**config.mk**
```make
export PLATFORM = sky130hd
export DESIGN_NAME = result_tx_ctrl
export DESIGN_NICKNAME = d
export VERILOG_FILES = /design/src/rtl/result_tx_ctrl.sv
export SDC_FILE = /design/constraint.sdc
export NUM_CORES = 1
export LEC_CHECK = 0
export ABC_CLOCK_PERIOD_IN_PS = 3200
export CORE_UTILIZATION = 45
export DETAILED_ROUTE_END_ITERATION = 8
export HOLD_SLACK_MARGIN = 0.08
export PLACE_DENSITY = 0.69
export SETUP_SLACK_MARGIN = 0.2
export SYNTH_ARGS = -nofsm -noshare
export SYNTH_HDL_FRONTEND = slang
export SYNTH_SLANG_ARGS = --single-unit
```
**constraint.sdc**
```tcl
create_clock -name clk -period 3.2 [get_ports clk]
set_input_delay 0.96 -clock clk [delete_from_list [all_inputs] [get_ports clk]]
set_output_delay 0.96 -clock clk [all_outputs]
set_load 0.01 [all_outputs]
```
**src/rtl/result_tx_ctrl.sv**
```systemverilog
// result_tx_ctrl: UART 8N1 transmitter that reports each recognised digit
// from fc_net to the host as "<digit>\r\n". Define IMG_DUMP_EN to also
// build the key-triggered dump of the 784-byte image RAM.
module result_tx_ctrl #(
  parameter int CLK_FREQ = 15000000,
  parameter int BAUD     = 115200,
  parameter int BIT_CNT  = CLK_FREQ / BAUD,
  parameter int IMG_SIZE = 784
) (
  input  logic       clk,
  input  logic       rst,
  input  logic       stop,
  input  logic [3:0] result,
  input  logic       key,
  input  logic [7:0] ram_q,
  output logic [9:0] ram_addr,
  output logic       tx,
  output logic       busy
);

  localparam int BW = (BIT_CNT > 1) ? $clog2(BIT_CNT) : 1;
  localparam logic [BW-1:0] BAUD_LAST = BW'(BIT_CNT - 1);
  localparam logic [9:0]    RES_LAST  = 10'd2;

`ifdef IMG_DUMP_EN
  localparam logic [9:0] IMG_LAST  = 10'(IMG_SIZE - 1);
  localparam logic [9:0] DUMP_LAST = 10'(IMG_SIZE + 1);
  typedef enum logic [2:0] {IDLE, LOAD, START, DATA, STOP} state_t;
`else
  typedef enum logic [1:0] {IDLE, START, DATA, STOP} state_t;
`endif

  function automatic logic [7:0] ascii_digit(input logic [3:0] r);
    return (r > 4'd9) ? 8'h3F : {4'h3, r};
  endfunction

  state_t          state_q, state_d;
  logic [BW-1:0]   baud_q, baud_d;
  logic [2:0]      bit_q, bit_d;
  logic [7:0]      shift_q, shift_d;
  logic [9:0]      cnt_q, cnt_d;
  logic            pend_q, pend_d;
  logic [7:0]      pend_byte_q, pend_byte_d;
  logic            tx_q, tx_d;
  logic [9:0]      last_idx;
  logic            baud_wrap;

`ifdef IMG_DUMP_EN
  logic            dump_q, dump_d;
  logic [9:0]      ram_addr_q, ram_addr_d;
`else
  logic            unused_dump_inputs;
  assign unused_dump_inputs = ^{key, ram_q};
`endif

  assign baud_wrap = (baud_q == BAUD_LAST);

`ifdef IMG_DUMP_EN
  assign last_idx = dump_q ? DUMP_LAST : RES_LAST;
  assign ram_addr = ram_addr_q;
`else
  assign last_idx = RES_LAST;
  assign ram_addr = '0;
`endif

  assign tx   = tx_q;
  assign busy = (state_q != IDLE);

  // State, counters and registered serial output
  always_ff @(posedge clk) begin
    if (rst) begin
      state_q     <= IDLE;
      baud_q      <= '0;
      bit_q       <= '0;
      shift_q     <= '0;
      cnt_q       <= '0;
      pend_q      <= 1'b0;
      pend_byte_q <= '0;
      tx_q        <= 1'b1;
`ifdef IMG_DUMP_EN
      dump_q      <= 1'b0;
      ram_addr_q  <= '0;
`endif
    end else begin
      state_q     <= state_d;
      baud_q      <= baud_d;
      bit_q       <= bit_d;
      shift_q     <= shift_d;
      cnt_q       <= cnt_d;
      pend_q      <= pend_d;
      pend_byte_q <= pend_byte_d;
      tx_q        <= tx_d;
`ifdef IMG_DUMP_EN
      dump_q      <= dump_d;
      ram_addr_q  <= ram_addr_d;
`endif
    end
  end

  // Next-state logic: message sequencing, bit timing and pending slot
  always_comb begin
    state_d     = state_q;
    baud_d      = baud_q;
    bit_d       = bit_q;
    shift_d     = shift_q;
    cnt_d       = cnt_q;
    pend_d      = pend_q;
    pend_byte_d = pend_byte_q;
`ifdef IMG_DUMP_EN
    dump_d      = dump_q;
    ram_addr_d  = ram_addr_q;
`endif

    case (state_q)
      IDLE: begin
        if (stop) begin
          shift_d = ascii_digit(result);
          cnt_d   = '0;
          baud_d  = '0;
          bit_d   = '0;
          state_d = START;
`ifdef IMG_DUMP_EN
          dump_d  = 1'b0;
        end else if (key) begin
          dump_d     = 1'b1;
          cnt_d      = '0;
          ram_addr_d = '0;
          state_d    = LOAD;
`endif
        end
      end
`ifdef IMG_DUMP_EN
      // ram_addr already points at this byte, so ram_q is valid here; the
      // address is advanced immediately so the next read settles during
      // the frame instead of costing another wait cycle.
      LOAD: begin
        shift_d    = ram_q;
        ram_addr_d = (ram_addr_q == IMG_LAST) ? '0 : ram_addr_q + 10'd1;
        baud_d     = '0;
        bit_d      = '0;
        state_d    = START;
      end
`endif
      START: begin
        if (baud_wrap) begin
          baud_d  = '0;
          bit_d   = '0;
          state_d = DATA;
        end else begin
          baud_d = baud_q + 1'b1;
        end
      end
      DATA: begin
        if (baud_wrap) begin
          baud_d = '0;
          if (bit_q == 3'd7) state_d = STOP;
          else               bit_d   = bit_q + 3'd1;
        end else begin
          baud_d = baud_q + 1'b1;
        end
      end
      STOP: begin
        if (baud_wrap) begin
          baud_d = '0;
          bit_d  = '0;
          if (cnt_q != last_idx) begin
            cnt_d = cnt_q + 10'd1;
`ifdef IMG_DUMP_EN
            if (dump_q && (cnt_q < IMG_LAST)) begin
              state_d = LOAD;
            end else
`endif
            begin
              shift_d = ((cnt_q + 10'd1) == last_idx) ? 8'h0A : 8'h0D;
              state_d = START;
            end
          end else if (pend_q) begin
            pend_d  = 1'b0;
            shift_d = pend_byte_q;
            cnt_d   = '0;
            state_d = START;
`ifdef IMG_DUMP_EN
            dump_d  = 1'b0;
`endif
          end else begin
            state_d = IDLE;
          end
        end else begin
          baud_d = baud_q + 1'b1;
        end
      end
      default: state_d = IDLE;
    endcase

    // Evaluated after the pending slot may have been consumed above, so a
    // stop on that same cycle refills it rather than being lost.
    if (stop && (state_q != IDLE)) begin
      pend_d      = 1'b1;
      pend_byte_d = ascii_digit(result);
    end

    case (state_d)
      START:   tx_d = 1'b0;
      DATA:    tx_d = shift_d[bit_d];
      default: tx_d = 1'b1;
    endcase
  end

endmodule

```
==> results.toml <==
[status]
status = "completed"

[worst_setup_path]
endpoint = "busy"
rrSetupSlack_ps = 570
critPathRequiredTime_ps = 2240
startpoint_type = "register"
cp-end-kind = "output pin"
reg2reg_from = "cnt_q[0]$_SDFFE_PP0P_"
r2r-end = "tx$_SDFF_PP1_"
worstPathMaxFanout = 9
cp.arrival_ps = 1860
critPathLaunch = "state_q[0]$_SDFF_PP0_"
critPathKind = "reg -> out"
reg2regPathDepth = 8

[logic_synthesis]
synth_top_family_by_area = "simple AND/OR/NAND/NOR gates"
synthDistinctLibCells = 64
synthSimpleGateAreaFrac_pct = 31.3
async_reset_ff_share_pct = 0
synth_edf_count = 0
ys_seq_area_share_pct = 30.0
synth_top_cell_area_share_pct = 30.0
ys_warn_count = 0
synth_seq_cells = 38
synth_area_leaders = "dfxtp_1, nor2_1, a21oi_1, o21ai_0, ha_1"
synth-compound-area-share_pct = 25.0
synth-adder-area-share_pct = 4.93
synth_xor_area_share_pct = 0
netlist_instances = 328
ys.flop_type = "dfxtp_1"
syn_area_per_cell_um2 = 7.74
synthMuxAreaShare_pct = 1.23
synth_largest_area_cell = "dfxtp_1"
syn-cell-area_um2 = 2540

[place]
numPortBuffers = 8
place_inst = 402
place.gp.congestion = 0.881
place.detailed.hpwl_um = 4220
dpl_worst_slack_ps = 168

[floorplanning]
die_h_um = 77.1
ios = 28
initial_core_util_pct = 48.1
die_area_um2 = 5940
core_area_um2 = 5270
fp.dieW_um = 77.1
fp-row-count = 26

[global_routing]
antenna_found_initial = 0
grt_overflow = 0
grt_pass1_wl_um = 10100
groute.usage.overall_pct = 21.1
grt_max_degree = 21
grt_pass1_vias = 2202

[sta]
setup_violations = 0
timing.final.crit_share_pct = 88.2
setup_tns_ps = 0
worst_pin_slew_ps = 586
worst_slack_ps = 377
max_clock_freq_ghz = 0.354
finClkSkew_ps = 2.76
finalCriticalPeriod_ps = 2820
finalHoldViolations = 0
holdWs_ps = 473
drv_slew = 0
max-slew-margin-rel_pct = 60.8
rsz0062_at_grt = "no"

[detailed_routing]
drt-met1-wl_um = 2870
totalWireLength_um = 5780
firstDrtPassIters = 4
ant_nets = 0
wl_per_cell_um = 14.1
drtIter0Drc = 135
drc = 0
wl_met3_um = 265
vias_per_cell = 5.76
via_count = 2355
top_layer = "met4"
met2_length_um = 2590

[clock_tree]
path_clk_slew_ps = 70
cts_resized = 0
cts_max_path_buffers = 2
htreeDepth = 2
hold_buffers = 0
clock-root-buffer = "clkbuf_8"
postCtsSetupBuffers = 0
clock-sinks = 38
cts_tree = "done"
tritoncts.num_buffers = 5
clk-insertion-delay-late_ps = 290

[layout]
fin_nets = 365
n_antenna_cell = 0
n_fill_cell = 528
layout.cells.non_filler = 409
area_delta_synth_final_pct = 8.04
drive_gt1_share_pct = 9.14

[pwr]
swShare_pct = 39.3
ir_drop_v = 0.000394
switchingPower_mw = 0.604
internal_power_mw = 0.935
p_comb_share_pct = 41.6
p_leak_nw = 0.993
clkPwrFrac_pct = 20.7
p_per_area_nw_per_um2 = 561
pwr-share-seq_pct = 37.7

[flow_run]
cap_violations = 0

[worst_hold_path]
hold_path_class = "reg -> reg"
-- kinds of logic (layout without fill, tap and decap cells) --
| family | Yosys count | after routing |
|---|---|---|
| mux | 3 | 3 |
| compound gates | 96 | 96 |
| flops | 38 | 38 |
| buf+inv | 35 | 37 |
| simple gates | 145 | 145 |
| fa+ha+maj | 10 | 10 |
| other cells | 1 | 10 |
-- critical path: stages (launching register included) --
cell and delay (ps):
dfxtp_1 430, inv_1 110, ha_1 310, inv_1 160, clkdlybuf4s50_1 560
-- metrics by stage --
stage                     cell area, um2  total power, mW  utilization, %
final                               2740             1.54            52.0
after global routing                2740             1.65            52.0
after CTS                           2740             1.55            52.0
after detailed placement            2670             1.22            50.6
after global placement              2670             1.22            50.6
after floorplan                     2570             1.07               -
-- state kept, by name, indices dropped and copies added (netlist names) --
name,cells
cnt_q,10
baud_q,8
shift_q,8
pend_byte_q,5
bit_q,3
state_q,2
pend_q,1
tx,1
-- cell usage in the layout, fill, tap and decap left out, types with 5 or more instances in the layout --
cell type / synthesis / routed
inv_1: 13 / 13
clkdlybuf4s50_1: 0 / 8
ha_1: 10 / 10
buf_4: 11 / 9
nor2b_1: 5 / 5
a21oi_1: 26 / 26
nor2_1: 50 / 50
nand3_1: 9 / 9
and3_1: 5 / 5
o21ai_0: 26 / 26
or3_1: 6 / 6
conb_1: 1 / 10
nand2_1: 24 / 24
nor3_1: 8 / 8
clkbuf_8: 0 / 5
dfxtp_1: 38 / 38
-- worst min path at each step --
| stage | from | endpoint | cells past startpoint |
|---|---|---|---|
| 5_1_grt | shift_q[6]$_SDFF_PP0_ | shift_q[6]$_SDFF_PP0_ | 1 |
| 3_5_place_dp | shift_q[6]$_SDFF_PP0_ | shift_q[6]$_SDFF_PP0_ | 1 |
| 3_3_place_gp | shift_q[6]$_SDFF_PP0_ | shift_q[6]$_SDFF_PP0_ | 1 |
| 2_1_floorplan | shift_q[6]$_SDFF_PP0_ | shift_q[6]$_SDFF_PP0_ | 1 |
| 4_1_cts | shift_q[6]$_SDFF_PP0_ | shift_q[6]$_SDFF_PP0_ | 1 |
| 6_report | shift_q[7]$_SDFF_PP0_ | shift_q[7]$_SDFF_PP0_ | 1 |
-- cell usage after synthesis (4+ instances only) --
| cell | count |
|---|---|
| nand3_1 | 9 |
| nor2_1 | 50 |
| o21a_1 | 4 |
| a311oi_1 | 4 |
| buf_4 | 11 |
| a21oi_1 | 26 |
| nor3_1 | 8 |
| nand2_1 | 24 |
| dfxtp_1 | 38 |
| o21ai_0 | 26 |
| ha_1 | 10 |
| nor2b_1 | 5 |
| and3_1 | 5 |
| clkbuf_1 | 8 |
| nor3b_1 | 4 |
| o31ai_1 | 4 |
| and2_1 | 4 |
| inv_1 | 13 |
| or3_1 | 6 |
-- power groups by stage --
stage	Sequential [mW]	Combinational [mW]	Clock, mW
floorplan	0.574	0.498	0
global placement	0.588	0.627	0
detailed placement	0.590	0.633	0
CTS	0.579	0.638	0.333
global route	0.586	0.715	0.349
finish	0.581	0.640	0.318
-- area by class of cell --
cell class / instances / area (um2) / share of cell area, %
multi-input combinational: 264 / 1620 / 59.1
sequential: 38 / 761 / 27.7
inverter: 13 / 48.8 / 1.78
clock buffer: 7 / 76.3 / 2.78
timing repair buffer: 17 / 148 / 5.39
tap: 70 / 87.6 / 3.19
-- per-layer routing --
layer | track usage [%] | vias to the layer above
li1 | - | 1206
met1 | 28.6 | 1087
met2 | 32.4 | 56
met3 | 4.40 | 6
met4 | 8.49 | 0
met5 | 0 | -
(Power assumes the default switching activity.)
